$ cat src/rtl/ucie_ctl_rx_buffer.sv
// RX elastic buffer: captures RDI beats into a circular FIFO and drains them to the FDI.
// Optional macro RX_BUF_OVERFLOW_STICKY_EN makes the overflow flag sticky until reset.
module ucie_ctl_rx_buffer #(
    parameter int unsigned NBYTES = 3,
    parameter int unsigned DEPTH  = 4
) (
    input  logic              i_clk,
    input  logic              i_rst,
    input  logic [NBYTES-1:0] i_rdi_pl_data,
    input  logic              i_rdi_pl_valid,
    input  logic              i_buffer_en,
    output logic [NBYTES-1:0] o_fdi_data,
    output logic              o_fdi_data_valid,
    output logic              o_overflow_detected
);

    localparam int unsigned AW = $clog2(DEPTH);
    localparam int unsigned PW = AW + 1;

    logic [NBYTES-1:0] mem [DEPTH];
    logic [PW-1:0]     wr_ptr;
    logic [PW-1:0]     rd_ptr;

    logic empty_c;
    logic full_c;
    logic pop_c;
    logic push_acc_c;
    logic ovf_c;

    // Pointer MSB is a wrap bit so full and empty are distinguishable.
    always_comb begin
        empty_c    = (wr_ptr == rd_ptr);
        full_c     = (wr_ptr[AW-1:0] == rd_ptr[AW-1:0]) && (wr_ptr[AW] != rd_ptr[AW]);
        pop_c      = i_buffer_en && !empty_c;
        push_acc_c = i_rdi_pl_valid && (!full_c || pop_c);
        ovf_c      = i_rdi_pl_valid && full_c && !pop_c;
    end

    always_ff @(posedge i_clk) begin
        if (push_acc_c) begin
            mem[wr_ptr[AW-1:0]] <= i_rdi_pl_data;
        end
    end

    always_ff @(posedge i_clk) begin
        if (i_rst) begin
            wr_ptr              <= '0;
            rd_ptr              <= '0;
            o_fdi_data          <= '0;
            o_fdi_data_valid    <= 1'b0;
            o_overflow_detected <= 1'b0;
        end else begin
            if (push_acc_c) begin
                wr_ptr <= wr_ptr + PW'(1);
            end
            if (pop_c) begin
                o_fdi_data <= mem[rd_ptr[AW-1:0]];
                rd_ptr     <= rd_ptr + PW'(1);
            end
            o_fdi_data_valid <= pop_c;
`ifdef RX_BUF_OVERFLOW_STICKY_EN
            if (ovf_c) begin
                o_overflow_detected <= 1'b1;
            end
`else
            o_overflow_detected <= ovf_c;
`endif
        end
    end

endmodule

$ cat config.mk
export PLATFORM = sky130hd
export DESIGN_NAME = ucie_ctl_rx_buffer
export DESIGN_NICKNAME = d
export VERILOG_FILES = /design/src/rtl/ucie_ctl_rx_buffer.sv
export SDC_FILE = /design/constraint.sdc
export NUM_CORES = 1
export LEC_CHECK = 0
export ABC_CLOCK_PERIOD_IN_PS = 2100
export BUFFER_PORTS_ARGS = -buffer_cell sky130_fd_sc_hd__buf_4
export CORE_AREA = 2 2 45 47
export CTS_BUF_LIST = sky130_fd_sc_hd__clkbuf_8
export DETAILED_ROUTE_END_ITERATION = 16
export DIE_AREA = 0 0 47 49
export PLACE_DENSITY = 0.83
export SLEW_MARGIN = 0
export SYNTH_ARGS = -nofsm -noshare
export SYNTH_HDL_FRONTEND = slang
export SYNTH_SLANG_ARGS = --single-unit
$ cat constraint.sdc
create_clock -name i_clk -period 2.1 [get_ports i_clk]
set_input_delay 0.21 -clock i_clk [delete_from_list [all_inputs] [get_ports i_clk]]
set_output_delay 0.21 -clock i_clk [all_outputs]
set_load 0.005 [all_outputs]
==> run_results.csv, run 1 <==
group,metric,value,unit
run_status,status,"finished, final reports clean",
sta,rsz0062_at_grt,"no",
power_and_ir_drop,p_sw,0.270,mW
clock_network,cts_buffers,3,
grt,use_met1,0.244,
sta,finalCritPeriodShare,0.760,
sta,hold_violations,0,
die,num_io_pins,12,
critical_path,critPathMaxFanout,8,
sta,finalCriticalPeriod,1.60,ns
yosys,synth_area,0.00111,mm²
min_path,hold_class,"input port to register",
placed_design,port-buffer-count,11,
clock_network,cts_setup_buffers,0,
grt,grt_pass1_vias,640,
grt,grt_usage,0.180,
drt,ant_nets,0,
cells_and_area,nNetsFinal,109,
die,placementRows,16,
power_and_ir_drop,power_leakage,0.503,nW
critical_path,slowest_stage,"dfxtp_1",
critical_path,crit_type,"register to register",
drt,routedWlPerCell,13.7,µm
grt,busiest_layer,"met2",
grt,antenna_found_initial,0,
job,cap_violations,0,
cells_and_area,syn_to_final_growth,12.6,%
yosys,synth_edf_count,12,
yosys,synth_most_common_cell,"edfxtp_1",
power_and_ir_drop,pwr-share-clk,0.258,
yosys,yosysSeqAreaShare,0.521,
power_and_ir_drop,sequentialPowerShare,0.535,
clock_network,cts_tree,"done",
yosys,async_reset_ff_frac,0,
drt,drc,0,
grt,grt_use_met3,0.0444,
cells_and_area,num_antenna_cells,0,
power_and_ir_drop,p_int,0.766,mW
power_and_ir_drop,p_total,1.04,mW
die,die_h,49,µm
grt,grt-ovfl-total,0,
critical_path,cp.arrival,1.75,ns
min_path,hold_path_depth,1,
drt,drt_wl_total,1680,µm
sta,clock_skew,0.00276,ns
yosys,synth_area_leaders,"edfxtp_1, dfxtp_1, mux4_1, ha_1, nand2b_1",
critical_path,path_buf_inv,0,
critical_path,path_depth,3,
clock_network,root_buffer,"clkbuf_8",
critical_path,cp-end-kind,"register",
drt,vias_per_cell,5.28,
cells_and_area,layoutNonFillerInstCount,123,
placed_design,hpwl,1320,µm
yosys,synth.top_cells.by_count,"edfxtp_1, dfxtp_1, nand2b_1",
sta,fmax,627,MHz
clock_network,cts-resized-gates,0,
sta,setup_viol,0,
die,floorplan.core_area,0.00184,mm²
yosys,syn_inst,85,
yosys,synth_top_area_share,0.324,
sta,fin_setup_tns,0,ns
yosys,ys_warn_count,0,
die,floorplan.die_area,0.00230,mm²
yosys,synth_cell_types,29,
clock_network,h-tree-depth,1,
die,die-width,47,µm
critical_path,worstPathCellList,"xnor2_1, a41oi_1, mux2_2",
drt,drtPass1Iterations,2,
critical_path,critPathRequiredTime,2.26,ns
yosys,yosys_register_bits,23,
drt,vias,649,
sta,worst_slew_pin_slew,0.556,ns
clock_network,clk_latency,0.26,ns
clock_network,cts_buffer_depth,2,
grt,grt_max_degree,22,
power_and_ir_drop,ir_worst_vdd,556,µV
critical_path,cp-start-kind,"register",
grt,grt_use_met2,0.281,
sta,slew_viol_final,0,
placed_design,place.gp.congestion,0.753,
yosys,syn_nets,97,
critical_path,cpLargestDelayFamily,"flip-flops",
sta,timing.slew.headroom,0.626,
yosys,ys.flop_type,"edfxtp_1",
clock_network,clk_pin_slew,0.08,ns
critical_path,max_stage_delay,0.52,ns
power_and_ir_drop,powerDensity,826,mW/mm²
clock_network,hold_buffers,0,
die,initial_core_util,0.605,
yosys,synth_area_per_cell,13.1,µm²
clock_network,clock-sinks,23,
power_and_ir_drop,p_sw_frac,0.261,
critical_path,reg2reg_depth,3,
placed_design,placed_cells,119,
power_and_ir_drop,combPwrFrac,0.207,
drt,drtIter0Drc,2,
yosys,synth_area_leader_cell,"edfxtp_1",
grt,grt_pass1_wl,2950,µm
cells_and_area,drive_gt1_frac,0.208,
-- layout make-up --
class                   instances  area, µm²
clock inverters                 1       5.00
well taps                      27       33.8
clock buffers                   3       41.3
fillers                       144        588
multi-input cells              53        492
inverters                       5       18.8
repair buffers                 11       82.6
flip-flops and latches         23        581
-- state kept, by name (all words and copies together) (netlist names) --
name / count
wr_ptr: 3
o_fdi_data: 3
o_overflow_detected: 1
o_fdi_data_valid: 1
mem: 12
rd_ptr: 3
-- power by group through the flow --
stage	clock network, mW	registers [mW]	logic (mW)
after floorplan	0	0.544	0.179
after global placement	0	0.562	0.207
after detailed placement	0	0.565	0.216
after CTS	0.274	0.555	0.218
after global routing	0.299	0.560	0.238
final	0.268	0.554	0.215
-- metal layers --
layer | part of all wire | wire length [µm] | up-vias
met5 | 0 | 0 | -
met4 | 0 | 0 | 0
met3 | 0.025 | 42 | 0
met2 | 0.54 | 911 | 9
met1 | 0.43 | 725 | 312
li1 | - | - | 328
-- metrics by stage --
| stage | instance area, µm² | worst slack [ns] | hold WS (ns) | utilization |
|---|---|---|---|---|
| detailed placement | 1210 | 0.497 | 0.421 | 0.656 |
| CTS | 1250 | 0.483 | 0.148 | 0.681 |
| floorplan | 1110 | 0.646 | 0.309 | - |
| finish | 1250 | 0.504 | 0.154 | 0.681 |
| global route | 1250 | 0.352 | 0.136 | 0.681 |
| global placement | 1210 | 0.550 | 0.422 | 0.656 |
-- placed cells by master (no fill, tap or decap), drive strengths merged --
master / instances
o31a: 1
xnor2: 2
xor2: 3
buf: 11
nor4bb: 1
or2b: 1
nor2: 5
mux2: 3
and2: 3
nand4: 1
nor3: 1
ha: 5
edfxtp: 12
clkbuf: 3
clkinv: 1
a211o: 1
nor2b: 2
or3: 1
o311ai: 1
nand2b: 9
nand2: 1
dfxtp: 11
mux2i: 5
mux4: 3
inv: 5
o31ai: 2
a41oi: 2
-- logic make-up after synthesis --
group | Yosys count | synth area share
adders and majority gates | 5 | 0.0562
AOI/OAI and AO/OA | 7 | 0.0596
buffers and inverters | 9 | 0.0371
and+or+nand+nor | 25 | 0.130
xor gates and xnor gates | 5 | 0.0461
muxes | 11 | 0.149
DFF | 23 | 0.521
-- path summary, 6_finish.rpt --
| kind | start | end | slack (ns) |
|---|---|---|---|
| worst max-delay path | rd_ptr[0]$_SDFFE_PP0P_ | wr_ptr[2]$_SDFFE_PP0P_ | 0.50 |
| worst min-delay path | i_rdi_pl_data[2] | mem[2][2]$_DFFE_PP_ | 0.15 |
| worst max register to register | rd_ptr[0]$_SDFFE_PP0P_ | wr_ptr[2]$_SDFFE_PP0P_ | 0.50 |
| worst min register to register | o_fdi_data[1]$_SDFFE_PP0P_ | o_fdi_data[1]$_SDFFE_PP0P_ | 0.48 |
Power figures use the tool's default switching activity.
==> run 2, diff against run 1 <==
- ABC_CLOCK_PERIOD_IN_PS: 2100 -> 1600
- CORE_AREA: 2 2 45 47 -> 2 2 47 49
- DIE_AREA: 0 0 47 49 -> 0 0 49 51
- PLACE_DENSITY: 0.83 -> 0.77
- clock period: 2.1 -> 1.6 ns (I/O delays scaled with it)
==> run 2 against run 1 <==
- register-to-register slack lost 0.46 ns
- clock power grew 36%
- routed wire length increased by 3.1%
- largest power group unchanged
- critical path type unchanged
- fmax up 2.7%
- clock skew about the same
- flip-flop and latch count did not move
- sequential share of layout area decreased by 0.81 points
- first-iteration DRC count grew to 5.0 times the previous value
- die area grew 8.5%
- via count is 2.2% higher
==> run_results.csv, run 2 (synthesis gave the netlist of run 1 again) <==
group,metric,value,unit
drt,vias,663,
power_and_ir_drop,ir_worst_vdd,719,µV
clock_network,clock-sinks,23,
die,initial_core_util,0.540,
critical_path,path_buf_inv,0,
cells_and_area,syn_to_final_growth,14.8,%
critical_path,max_stage_delay,0.47,ns
sta,clock_skew,0.00291,ns
cells_and_area,drive_gt1_frac,0.242,
grt,grt_pass1_wl,2900,µm
die,die_h,51,µm
sta,fin_setup_tns,0,ns
placed_design,port-buffer-count,11,
drt,ant_nets,0,
drt,routedWlPerCell,13.6,µm
grt,grt_max_degree,22,
cells_and_area,largest_register_ffs,12,
clock_network,cts_buffers,3,
sta,setup_viol,0,
power_and_ir_drop,power_leakage,0.519,nW
clock_network,cts_setup_buffers,0,
die,num_io_pins,12,
sta,finalCriticalPeriod,1.55,ns
cells_and_area,area.sequential,582,µm²
drt,drtPass1Iterations,4,
drt,drc,0,
critical_path,slowest_stage,"dfxtp_1",
clock_network,cts_tree,"done",
clock_network,cts-resized-gates,0,
cells_and_area,final_cell_mix,"buf_4, edfxtp_1, dfxtp_1",
sta,hold_violations,0,
sta,whs,0.0967,ns
sta,rsz0062_at_grt,"yes",
critical_path,cp-start-kind,"register",
critical_path,crit_type,"register to register",
clock_network,hold_buffers,0,
placed_design,place.gp.congestion,0.728,
die,floorplan.die_area,0.00250,mm²
drt,top_layer,"met4",
sta,fin_ws,0.0464,ns
drt,drt_wl_total,1730,µm
die,die-width,49,µm
die,placementRows,17,
drt,route.met2.wl,913,µm
grt,grt_pass1_vias,667,
drt,drtIter0Drc,10,
clock_network,clk_pin_slew,0.08,ns
clock_network,clk_latency,0.27,ns
critical_path,critPathRequiredTime,1.76,ns
cells_and_area,fin_util,0.620,
job,cap_violations,0,
grt,grt-ovfl-total,0,
sta,finalCritPeriodShare,0.971,
critical_path,cp.arrival,1.72,ns
placed_design,pre_cts_slack,0.0451,ns
grt,grt_usage,0.163,
die,floorplan.core_area,0.00206,mm²
critical_path,worstPathCellList,"xor2_1, o31a_1, mux2_4",
drt,vias_per_cell,5.22,
cells_and_area,nNetsFinal,112,
grt,antenna_found_initial,0,
sta,fmax,644,MHz
drt,wl_met1,708,µm
clock_network,h-tree-depth,1,
clock_network,cts_buffer_depth,2,
cells_and_area,multi_input_area,492,µm²
power_and_ir_drop,powerDensity,1090,mW/mm²
sta,worst_slew_pin_slew,0.327,ns
critical_path,critPathMaxFanout,6,
min_path,hold_class,"input port to register",
sta,timing.slew.headroom,0.781,
critical_path,cp-end-kind,"register",
cells_and_area,num_antenna_cells,0,
clock_network,root_buffer,"clkbuf_8",
critical_path,cpLargestDelayFamily,"flip-flops",
cells_and_area,final_common_cell,"buf_4",
drt,dr_wl_met3,52,µm
placed_design,hpwl,1340,µm
cells_and_area,nFillCells,169,
run_status,status,"finished, final reports clean",
sta,slew_viol_final,0,
run 2: layer usage:
| layer | vias to the layer above | track usage |
|---|---|---|
| met5 | - | 0 |
| met4 | 0 | 0.119 |
| met3 | 4 | 0.0351 |
| met2 | 13 | 0.292 |
| met1 | 314 | 0.170 |
| li1 | 332 | - |
run 2: path summary, 6_finish.rpt:
check,from,to,slack [ns],cells after the start
setup / recovery,wr_ptr[1]$_SDFFE_PP0P_,rd_ptr[0]$_SDFFE_PP0P_,0.05,3
hold / removal,i_rdi_pl_data[0],mem[0][0]$_DFFE_PP_,0.1,1
setup reg to reg,wr_ptr[1]$_SDFFE_PP0P_,rd_ptr[0]$_SDFFE_PP0P_,0.05,3
hold reg to reg,o_fdi_data[0]$_SDFFE_PP0P_,o_fdi_data[0]$_SDFFE_PP0P_,0.48,2
run 2: report_power, final:
part / leakage, nW / total, mW / switching [mW] / internal, mW
Combinational: 0.293 / 0.301 / 0.131 / 0.170
Sequential: 0.200 / 0.726 / 0.0495 / 0.676
Clock: 0.0255 / 0.364 / 0.190 / 0.174
Total: 0.519 / 1.39 / 0.371 / 1.02
run 2: area by class of cell:
| class | count | area share |
|---|---|---|
| Tap cell | 28 | 0.0274 |
| Multi-Input combinational cell | 53 | 0.385 |
| Inverter | 5 | 0.0147 |
| Timing Repair Buffer | 14 | 0.0822 |
| Sequential cell | 23 | 0.455 |
| Clock buffer | 3 | 0.0323 |
| Clock inverter | 1 | 0.00391 |
run 2: stage by stage:
step / area (µm²) / std cells / power [mW]
floorplan: 1110 / 85 / 0.949
global placement: 1230 / 123 / 1.03
detailed placement: 1230 / 123 / 1.04
CTS: 1280 / 127 / 1.40
global route: 1280 / 127 / 1.46
finish: 1280 / 127 / 1.39
